File: src/rtl/seg7_capture_if.sv
// Display bus seen by the capture block: segment lines, digit selects,
// error clear, and the recovered per-digit values and status.
interface seg7_capture_if #(
    parameter int NUM_DIGITS = 4
);
    logic                      i_a, i_b, i_c, i_d, i_e, i_f, i_g;
    logic [NUM_DIGITS-1:0]     i_dig;
    logic                      i_clr_err;
    logic [3*NUM_DIGITS-1:0]   o_value;
    logic [NUM_DIGITS-1:0]     o_digit_valid;
    logic                      o_update;
    logic                      o_err;
    logic [2:0]                o_err_digit;

    // Bus driver side (display driver under test / bench)
    modport master (
        output i_a, i_b, i_c, i_d, i_e, i_f, i_g, i_dig, i_clr_err,
        input  o_value, o_digit_valid, o_update, o_err, o_err_digit
    );

    // Capture block side
    modport slave (
        input  i_a, i_b, i_c, i_d, i_e, i_f, i_g, i_dig, i_clr_err,
        output o_value, o_digit_valid, o_update, o_err, o_err_digit
    );
endinterface

File: src/rtl/seg7_capture.sv
// Multiplexed 7-segment bus receiver: recovers the 0-7 value shown on each
// digit once the {digit, segments} sample has been stable long enough.
module seg7_capture #(
    parameter int COMMON_ANODE_CATHODE = 1,
    parameter int NUM_DIGITS           = 4,
    parameter int STABLE_CYCLES        = 4
) (
    input  logic         i_clk,
    input  logic         i_rst,
    seg7_capture_if.slave bus
);
    localparam int CW = $clog2(STABLE_CYCLES + 1);

    typedef enum logic [1:0] {IDLE, SETTLE, LOCKED} state_t;

    state_t                    state;
    logic [CW-1:0]             cnt;
    logic [NUM_DIGITS-1:0]     dig_q, dig_p;
    logic [6:0]                seg_q, seg_p;
    logic [6:0]                seg_raw, seg_norm;
    logic                      onehot, same, legal;
    logic [2:0]                dec;
    logic [3*NUM_DIGITS-1:0]   value_r;
    logic [NUM_DIGITS-1:0]     valid_r;
    logic                      update_r, err_r;
    logic [2:0]                err_digit_r;

    // Lit segments read as 1 after normalisation, {a..g} with a as MSB
    assign seg_raw  = {bus.i_a, bus.i_b, bus.i_c, bus.i_d, bus.i_e, bus.i_f, bus.i_g};
    assign seg_norm = (COMMON_ANODE_CATHODE != 0) ? seg_raw : ~seg_raw;

    assign onehot = (dig_q != '0) && ((dig_q & (dig_q - 1'b1)) == '0);
    assign same   = (dig_q == dig_p) && (seg_q == seg_p);

    // Glyph decode of the registered sample; all-off and other shapes are illegal
    always_comb begin
        legal = 1'b1;
        dec   = 3'd0;
        case (seg_q)
            7'b1111110: dec = 3'd0;
            7'b0110000: dec = 3'd1;
            7'b1101101: dec = 3'd2;
            7'b1111001: dec = 3'd3;
            7'b0110011: dec = 3'd4;
            7'b1011011: dec = 3'd5;
            7'b1011111: dec = 3'd6;
            7'b1110000: dec = 3'd7;
            default:    legal = 1'b0;
        endcase
    end

    // Input/previous-sample registers, stability FSM and capture outputs
    always_ff @(posedge i_clk) begin
        if (i_rst) begin
            dig_q       <= '0;
            seg_q       <= '0;
            dig_p       <= '0;
            seg_p       <= '0;
            state       <= IDLE;
            cnt         <= '0;
            value_r     <= '0;
            valid_r     <= '0;
            update_r    <= 1'b0;
            err_r       <= 1'b0;
            err_digit_r <= 3'd0;
        end else begin
            dig_q    <= bus.i_dig;
            seg_q    <= seg_norm;
            dig_p    <= dig_q;
            seg_p    <= seg_q;
            update_r <= 1'b0;

            // Clear first so an error accept in this same cycle overrides it
            if (bus.i_clr_err) begin
                err_r       <= 1'b0;
                err_digit_r <= 3'd0;
            end

            case (state)
                IDLE: begin
                    if (onehot) begin
                        state <= SETTLE;
                        cnt   <= CW'(1);
                    end else begin
                        cnt   <= '0;
                    end
                end
                SETTLE: begin
                    if (!onehot) begin
                        state <= IDLE;
                        cnt   <= '0;
                    end else if (!same) begin
                        cnt   <= CW'(1);
                    end else if (cnt >= CW'(STABLE_CYCLES - 1)) begin
                        // Stable long enough: accept into the selected slot
                        state <= LOCKED;
                        cnt   <= CW'(STABLE_CYCLES);
                        for (int i = 0; i < NUM_DIGITS; i++) begin
                            if (dig_q[i]) begin
                                if (legal) begin
                                    value_r[3*i +: 3] <= dec;
                                    valid_r[i]        <= 1'b1;
                                    update_r          <= !valid_r[i] || (value_r[3*i +: 3] != dec);
                                end else begin
                                    err_r             <= 1'b1;
                                    err_digit_r       <= 3'(i);
                                end
                            end
                        end
                    end else begin
                        cnt   <= cnt + 1'b1;
                    end
                end
                LOCKED: begin
                    if (!same) begin
                        if (onehot) begin
                            state <= SETTLE;
                            cnt   <= CW'(1);
                        end else begin
                            state <= IDLE;
                            cnt   <= '0;
                        end
                    end
                end
                default: begin
                    state <= IDLE;
                    cnt   <= '0;
                end
            endcase
        end
    end

    assign bus.o_value       = value_r;
    assign bus.o_digit_valid = valid_r;
    assign bus.o_update      = update_r;
    assign bus.o_err         = err_r;
    assign bus.o_err_digit   = err_digit_r;
endmodule

File: src/flat_wrapper.sv
// flat-port wrapper written by rule: the top's interface ports become plain ports
module seg7_capture_flat 
#(
    parameter int COMMON_ANODE_CATHODE = 1,
    parameter int NUM_DIGITS           = 4,
    parameter int STABLE_CYCLES        = 4
)
  (i_clk, i_rst, bus_i_a, bus_i_b, bus_i_c, bus_i_d, bus_i_e, bus_i_f, bus_i_g, bus_i_dig, bus_i_clr_err, bus_o_value, bus_o_digit_valid, bus_o_update, bus_o_err, bus_o_err_digit);
  seg7_capture_if #(.NUM_DIGITS(NUM_DIGITS)) bus_i ();
  input  logic i_clk;
  input  logic i_rst;
  input wire logic [$bits(bus_i.i_a)-1:0] bus_i_a;
  input wire logic [$bits(bus_i.i_b)-1:0] bus_i_b;
  input wire logic [$bits(bus_i.i_c)-1:0] bus_i_c;
  input wire logic [$bits(bus_i.i_d)-1:0] bus_i_d;
  input wire logic [$bits(bus_i.i_e)-1:0] bus_i_e;
  input wire logic [$bits(bus_i.i_f)-1:0] bus_i_f;
  input wire logic [$bits(bus_i.i_g)-1:0] bus_i_g;
  input wire logic [$bits(bus_i.i_dig)-1:0] bus_i_dig;
  input wire logic [$bits(bus_i.i_clr_err)-1:0] bus_i_clr_err;
  output wire logic [$bits(bus_i.o_value)-1:0] bus_o_value;
  output wire logic [$bits(bus_i.o_digit_valid)-1:0] bus_o_digit_valid;
  output wire logic [$bits(bus_i.o_update)-1:0] bus_o_update;
  output wire logic [$bits(bus_i.o_err)-1:0] bus_o_err;
  output wire logic [$bits(bus_i.o_err_digit)-1:0] bus_o_err_digit;
  assign bus_i.i_a = bus_i_a;
  assign bus_i.i_b = bus_i_b;
  assign bus_i.i_c = bus_i_c;
  assign bus_i.i_d = bus_i_d;
  assign bus_i.i_e = bus_i_e;
  assign bus_i.i_f = bus_i_f;
  assign bus_i.i_g = bus_i_g;
  assign bus_i.i_dig = bus_i_dig;
  assign bus_i.i_clr_err = bus_i_clr_err;
  assign bus_o_value = bus_i.o_value;
  assign bus_o_digit_valid = bus_i.o_digit_valid;
  assign bus_o_update = bus_i.o_update;
  assign bus_o_err = bus_i.o_err;
  assign bus_o_err_digit = bus_i.o_err_digit;
  seg7_capture #(.COMMON_ANODE_CATHODE(COMMON_ANODE_CATHODE), .NUM_DIGITS(NUM_DIGITS), .STABLE_CYCLES(STABLE_CYCLES)) u_core (.i_clk(i_clk), .i_rst(i_rst), .bus(bus_i));
endmodule
File: config.mk
export PLATFORM = sky130hd
export DESIGN_NAME = seg7_capture_flat
export DESIGN_NICKNAME = d
export VERILOG_FILES = /design/src/rtl/seg7_capture_if.sv /design/src/rtl/seg7_capture.sv /design/src/flat_wrapper.sv
export SDC_FILE = /design/constraint.sdc
export NUM_CORES = 1
export LEC_CHECK = 0
export BUFFER_PORTS_ARGS = -buffer_cell sky130_fd_sc_hd__clkbuf_2
export CORE_ASPECT_RATIO = 0.6
export CORE_MARGIN = 2
export CORE_UTILIZATION = 50
export CTS_CLUSTER_SIZE = 40
export DETAILED_ROUTE_END_ITERATION = 10
export GPL_ROUTABILITY_DRIVEN = 0
export PLACE_DENSITY = 0.74
export SETUP_SLACK_MARGIN = 0.1
export SKIP_CTS_REPAIR_TIMING = 1
export SYNTH_ARGS = -nofsm -noshare
export SYNTH_HDL_FRONTEND = slang
export SYNTH_SLANG_ARGS = --single-unit
File: constraint.sdc
create_clock -name i_clk -period 2 [get_ports i_clk]
set_input_delay 0.4 -clock i_clk [delete_from_list [all_inputs] [get_ports i_clk]]
set_output_delay 0.4 -clock i_clk [all_outputs]
set_load 0.02 [all_outputs]
# After elaboration in Yosys (flattened, before gate mapping)

Index checks and enable logic that the tools add are counted.

Muxes and demuxes: 51
Equal/unequal tests: 20
Reductions and logical operators: 20
Bitwise gates (word level): 5
$lt $le $gt $ge: 1
Add/subtract/negate cells: 2

Operators with widths:

| operator                                             | count |
|---|---|
| 2-to-1 mux 3 bit                                     | 18 |
| equality test 7 bit (second input constant)          | 6 |
| 2-to-1 mux 1 bit                                     | 25 |
| AND reduction 6 bit                                  | 4 |
| case mux 3 bit (7 select lines)                      | 1 |
| equality test 7 x 6 -> 1 bit (second input constant) | 2 |
| inequality test 3 bit                                | 4 |
| 2-to-1 mux 2 bit                                     | 5 |
| case mux 3 bit (3 select lines)                      | 1 |
| OR reduction 8 bit                                   | 1 |
| equality test 7 bit                                  | 1 |
| inequality test 3 bit (second input constant)        | 2 |
| case mux 2 bit (3 select lines)                      | 1 |
| OR reduction 5 bit                                   | 1 |
| bitwise AND 4 bit                                    | 1 |
| equality test 4 bit                                  | 1 |
| zero test 1 bit                                      | 4 |
| zero test 4 bit                                      | 1 |
| logical OR 1 bit                                     | 4 |
| NOT 1 bit                                            | 4 |
| AND reduction 4 bit                                  | 1 |
| nonzero test 4 bit                                   | 1 |
| subtractor 4 x 1 -> 4 bit (second input constant)    | 1 |
| adder 3 x 1 -> 3 bit (second input constant)         | 1 |
| 7 further kinds                                      | 8 |

Word-level logic and storage cells: 116
Output and inout bits: 21
Flip-flop bits (word level): 48
Input port bits: 14

# Depth between registers and ports, before layout

Gate-level depths: netlist (run 1).

Depth in word-level cells: 15
Mapped depth: 8
Mapped depth without buffers: 7

# Worst setup path after synthesis (run 1)

Ideal clock, no wire load.

Path kind: reg2reg
From: register u_core.seg_q[0]
To: register u_core.update_r, in the netlist u_core.bus.o_update
Stages on the path, launching flop included: 8
Path slack: -158 ps
Path buffers: 1
Setup time: 127 ps
Arrival: 2030 ps
Clock period less this slack: 2158 ps
Data required time: 1873 ps
Cell sequence: dfxtp_1 > buf_2 > or4b_4 > o21ai_0 > a21boi_1 > or4b_1 > o311ai_1 > nor4b_1

Cells in the longest elaborated chain, start to end: 12
Elaborated cells on any way between the ends: 31
Those cells by class: eq/ne: 13; mux: 10; bitwise: 1; reduce/logical: 7

Ends and longest elaborated chain:

| element                                                                    | line                | text |
|---|---|---|
| from (decl)                                                                | seg7_capture.sv:19  | `logic [6:0] seg_q, seg_p;` |
| from (signal assigned)                                                     | seg7_capture.sv:68  | `seg_q <= seg_norm;` |
| equality test 7 bit / equality test 7 x 6 -> 1 bit (equally long branches) | seg7_capture.sv:39  | `case (seg_q)` |
| case mux 3 bit (7 select lines)                                            | seg7_capture.sv:39  |  |
| inequality test 3 bit                                                      | seg7_capture.sv:103 | `update_r <= !valid_r[i] \|\| (value_r[3*i +: 3] != dec);` |
| logical OR 1 bit                                                           | seg7_capture.sv:103 |  |
| 2-to-1 mux 1 bit                                                           | seg7_capture.sv:100 | `if (legal) begin` |
| 2-to-1 mux 1 bit                                                           | seg7_capture.sv:99  | `if (dig_q[i]) begin` |
| 2-to-1 mux 1 bit                                                           | seg7_capture.sv:100 |  |
| 2-to-1 mux 1 bit                                                           | seg7_capture.sv:99  |  |
| 2-to-1 mux 1 bit                                                           | seg7_capture.sv:100 |  |
| 2-to-1 mux 1 bit                                                           | seg7_capture.sv:99  |  |
| 2-to-1 mux 1 bit                                                           | seg7_capture.sv:100 |  |
| 2-to-1 mux 1 bit                                                           | seg7_capture.sv:99  |  |
| to (signal assigned)                                                       | seg7_capture.sv:103 |  |
| to (decl)                                                                  | seg7_capture.sv:25  | `logic update_r, err_r;` |

Parallel ways exist; a longest one is shown, timed or not.
A chain may end at the register's enable or synchronous reset.

# Worst setup path after layout (run 1)

From: register u_core.seg_q[3]
To: register u_core.update_r, in the netlist u_core.bus.o_update

The elaborated chain is that of the path after synthesis.

==> results of run 1 <==
## critical path: stages, from the launching register on
cell	delay, ns
dfxtp_4	0.37
or4b_4	0.60
nor2_4	0.18
nor3_2	0.06
or4b_4	0.49
o311ai_4	0.35
nor4b_2	0.09
## state kept, by name, indices dropped and copies added, names as in the netlist
signal / cells
u_core.bus.o_digit_valid: 4
u_core.cnt: 3
u_core.bus.o_value: 12
u_core.bus.o_update: 1
u_core.dig_p: 4
u_core.seg_p: 7
u_core.bus.o_err_digit: 3
u_core.seg_q: 7
u_core.state: 2
u_core.dig_q: 4
u_core.bus.o_err: 1
## layout by cell type (no fill, tap or decap), types with 8 or more instances in the layout
cell       n
dfxtp_1   40
buf_4     37
clkbuf_2  34
nor2b_1   24
nor2_1    19
xnor2_1   15
nand2_1   11
a21oi_1   11
inv_1      9
nand3_1    8
## cell type report
class,count,area (um2)
Timing Repair Buffer,76,504
Fill cell,346,1400
Tap cell,63,78.8
Sequential cell,48,976
Multi-Input combinational cell,186,1420
Inverter,9,33.8
Clock inverter,3,42.5
Clock buffer,5,68.8
## metal layers
layer  part of all wire (%)  track usage [%]
met2                     43             30.4
met5                      0                0
met4                   0.71             4.69
met1                     51             34.6
met3                    5.8             4.83
## logic make-up after synthesis
kind of cell	count (synthesis)	synth area share [%]
XOR/XNOR	21	7.92
adder cells (fa/ha/maj)	2	1.08
AO/OA/AOI/OAI	50	15.4
flip-flops	48	41.4
buffers and inverters	27	4.80
multiplexers	4	1.73
AND/OR/NAND/NOR	109	27.7
## power by group
| part | total, mW | switching (mW) | internal (mW) |
|---|---|---|---|
| logic | 0.218 | 0.106 | 0.113 |
| registers | 1.01 | 0.0294 | 0.980 |
| clock network | 0.710 | 0.339 | 0.370 |
| total | 1.94 | 0.474 | 1.46 |
## final timing paths
| kind | start | endpoint | slack (ns) | depth (start not counted) |
|---|---|---|---|---|
| setup reg to reg | u_core.seg_q[3]$_SDFF_PP0_ | u_core.bus.o_update$_SDFF_PP0_ | -0.25 | 6 |
| hold reg to reg | u_core.bus.o_digit_valid[2]$_SDFFE_PP0P_ | u_core.bus.o_digit_valid[2]$_SDFFE_PP0P_ | 0.48 | 2 |
| setup / recovery | u_core.seg_q[3]$_SDFF_PP0_ | u_core.bus.o_update$_SDFF_PP0_ | -0.25 | 6 |
| hold / removal | bus_i_a | u_core.seg_q[6]$_SDFF_PP0_ | 0.29 | 2 |
## stage by stage
stage | setup WS [ns] | hold slack [ns] | utilization [%] | cell area (um2) | power, mW
2_1_floorplan | -0.0831 | 0.461 | - | 2360 | 1.14
4_1_cts | -0.229 | 0.292 | 64.0 | 2890 | 1.92
6_report | -0.246 | 0.294 | 69.1 | 3120 | 1.94
3_3_place_gp | -0.212 | 0.457 | 61.6 | 2780 | 1.22
5_1_grt | -0.274 | 0.306 | 69.1 | 3120 | 1.99
3_5_place_dp | -0.221 | 0.471 | 61.6 | 2780 | 1.22
==> out/qor.yml, run 1 <==
routed_wl_mm: 5.92
slew_violations: 0
portBuffers: 34
crit_arrival_ns: 2.44
grt_max_degree: 30
grt-ovfl-total: 0
io_pins: 35
die-area_um2: 5220
clk_pin_slew_ns: 0.10
grt_pass1_wl_mm: 8.99
yosysWarnings: 0
yosysTopAreaCellShare_pct: 41.4
timing.final.hold_violations: 0
h-tree-depth: 2
fin_ws_ns: -0.246
syn_to_final_growth_pct: 34.4
avgSynthCellArea_um2: 8.89
yosys-top-cells-area: "dfxtp_1 (41%), xnor2_1 (6.8%), nor2b_1 (6.5%)"
synth-edff-count: 0
dpl.cell_count: 377
cts_root_buf: "clkbuf_8"
synth_common_cells: "dfxtp_1 (48), nor2b_1 (24), nor2_1 (20)"
synthFlopType: "dfxtp_1"
via_per_inst: 5.42
cts_tree: "yes"
finClkSkew_ns: 0.0125
violations: "negative setup slack"
stdcell_count: 390
power.density_nw_per_um2: 621
rows: 19
wl_per_cell_um: 15.2
clk_path_buf_depth: 2
tightest_slew_ns: 0.432
ys_async_sr_fraction_pct: 0
endpoint_kind: "flip-flop"
postRouteAntennaNets: 0
final_nets: 342
track_usage_pct: 22.0
hpwl_mm: 4.19
vias: 2114
antenna_found_initial: 0
startpoint_type: "flip-flop"
drt_pass1_iterations: 4
fin_tns_setup_ns: -1.59
die_w_um: 92.0
drc: 0
maxSlewHeadroom_pct: 71.0
dr.first_iter.drc_count: 112
yosysMostFrequentCell: "dfxtp_1"
ir_drop_mv: 0.311
grt_setup_unrepaired: "true"
setup_violations: 18
first_global_vias: 1855
outcome: "finished, violations left"
clock.fmax_mhz: 445
clock-sinks: 48
layout_min_cycle_time_ns: 2.25
antenna_cells: 0
yosysTopAreaCell: "dfxtp_1"
mappedNetlistNets: 277
post-route-period-util_pct: 112
fp.dieH_um: 56.8
ys_seq_area_share_pct: 41.4
required_ns: 2.19
holdCritPathClass: "in -> reg"
syn-cell-area_um2: 2320
synth-seq-cells: 48
power.leakage_nw: 1.26
cts_inserted_buffers: 5
drive_above_1_share_pct: 37.9
insertion_delay_ns: 0.31
core_area_um2: 4520
maxCapViolCount: 0
synthCells: 261
path_class: "reg -> reg"
crit_path_max_fanout: 4
synthDistinctLibCells: 51
start_util_pct: 51.4
Power figures use the tool's default switching activity.
==> inputs of run 2 (changes only) <==
--- a/config.mk
+++ b/config.mk
@@ -13,6 +13,7 @@
 export DETAILED_ROUTE_END_ITERATION = 10
 export GPL_ROUTABILITY_DRIVEN = 0
 export PLACE_DENSITY = 0.74
+export RECOVER_POWER = 100
 export SETUP_SLACK_MARGIN = 0.1
 export SKIP_CTS_REPAIR_TIMING = 1
 export SYNTH_ARGS = -nofsm -noshare
==> run 2 against run 1 <==
The run still ends with negative setup slack left. Power barely moved. Cell area fell by 1.3%. Critical path depth did not move. Setup slack improved by 0.0076 ns. Largest power group unchanged.
==> out/qor.yml, run 2 (same netlist as run 1, synthesis figures left out) <==
syn_to_final_growth_pct: 32.7
dpl.cell_count: 377
power_frac_seq_pct: 52.1
grt_max_degree: 30
setup_violations: 19
worstPathCellList: "or4b_4 > nor2_4 > nor3_2 > or4b_4 > o311ai_4 > nor4b_2"
wl_per_cell_um: 15.2
switching_share_pct: 24.6
die-area_um2: 5220
fp.dieH_um: 56.8
stdcell_count: 390
crit_path_max_fanout: 4
dr.first_iter.drc_count: 132
final_area_um2: 3080
cp_slowest_stage_delay_ns: 0.60
portBuffers: 34
routed_wl_mm: 5.91
required_ns: 2.20
core_area_um2: 4520
crit_arrival_ns: 2.43
p_int_mw: 1.46
combPwrFrac_pct: 11.1
via_per_inst: 5.42
critPathBufInv: 0
clk_pin_slew_ns: 0.10
dpl-instance-area_um2: 2780
drc: 0
path_class: "reg -> reg"
power.leakage_nw: 1.17
clk_path_buf_depth: 2
h-tree-depth: 2
finClkSkew_ns: 0.0148
ir_drop_mv: 0.311
fin_tns_setup_ns: -1.93
fillCellCount: 363
start_util_pct: 51.4
cp_slowest_cell: "or4b_4"
violations: "negative setup slack"
grt_setup_unrepaired: "true"
vias: 2114
whs_ns: 0.296
holdCritPathClass: "in -> reg"
maxCapViolCount: 0
largest_reg_flops: 12
first_global_vias: 1855
maxSlewHeadroom_pct: 41.8
layout_min_cycle_time_ns: 2.24
fin_ws_ns: -0.239
layout_commonest_cell: "dfxtp_1"
clock-sinks: 48
cts_root_buf: "clkbuf_8"
grt_pass1_wl_mm: 8.99
die_w_um: 92.0
crit_top_cell: "or4b_4"
crit_family: "simple AND/OR/NAND/NOR gates"
tightest_slew_ns: 0.872
drt_pass1_iterations: 4
antenna_cells: 0
outcome: "finished, violations left"
drive_above_1_share_pct: 30.3
startpoint_type: "flip-flop"
antenna_found_initial: 0
cts_inserted_buffers: 5
final_nets: 342
clock.fmax_mhz: 447
netSwitchingPower_uw: 477
track_usage_pct: 22.0
power.density_nw_per_um2: 629
grt-ovfl-total: 0
hpwl_mm: 4.19
post-route-period-util_pct: 112
cts_tree: "yes"
power.share.clock_pct: 36.8
postRouteAntennaNets: 0
insertion_delay_ns: 0.31
endpoint_kind: "flip-flop"
timing.final.hold_violations: 0
place_ws_ns: -0.221
final_cell_mix: "dfxtp_1 (40), buf_4 (35), nor2b_1 (24), clkbuf_1 (24), nor2_1 (19)"
slew_violations: 0
io_pins: 35
rows: 19
run 2: per-stage QoR:
stage | total power, mW | utilization (%)
floorplan | 1.14 | -
global placement | 1.22 | 61.6
detailed placement | 1.22 | 61.6
CTS | 1.92 | 64.0
global route | 1.99 | 68.2
finish | 1.94 | 68.2
run 2: worst register-to-register path, stage by stage (launching register included):
cell      delay [ns]
dfxtp_4         0.36
or4b_4          0.60
nor2_4          0.18
nor3_2          0.06
or4b_4          0.49
o311ai_4        0.35
nor4b_2         0.09
run 2: power by group through the flow:
| stage | combinational (mW) | sequential (mW) | clock, mW |
|---|---|---|---|
| 2_1_floorplan | 0.128 | 1.01 | 0 |
| 3_3_place_gp | 0.190 | 1.03 | 0 |
| 3_5_place_dp | 0.190 | 1.03 | 0 |
| 4_1_cts | 0.191 | 1.01 | 0.718 |
| 5_1_grt | 0.234 | 1.01 | 0.746 |
| 6_report | 0.215 | 1.01 | 0.713 |
run 2: layout make-up:
type,instances,area (um2),share of cell area [%]
tap,63,78.8,2.56
inverter,9,33.8,1.10
sequential,48,976,31.7
multi-input combinational,186,1410,45.8
clock inverter,3,42.5,1.38
clock buffer,5,68.8,2.23
timing repair buffer,76,469,15.2
run 2: worst paths after layout:
path                                                                from                                  endpoint  slack [ns]  cells past startpoint
worst max-delay path                          u_core.seg_q[3]$_SDFF_PP0_            u_core.bus.o_update$_SDFF_PP0_       -0.24                      6
worst min register to register  u_core.bus.o_digit_valid[2]$_SDFFE_PP0P_  u_core.bus.o_digit_valid[2]$_SDFFE_PP0P_        0.48                      2
worst min-delay path                                             bus_i_a                u_core.seg_q[6]$_SDFF_PP0_        0.30                      2
worst max register to register                u_core.seg_q[3]$_SDFF_PP0_            u_core.bus.o_update$_SDFF_PP0_       -0.24                      6
run 2: per-layer routing:
layer	routed length, um	GRT usage, %	vias to the layer above
met5	0	0	-
met4	38	4.69	0
met3	280	4.83	5
met2	2520	30.4	50
met1	3070	34.6	1023
li1	-	-	1036
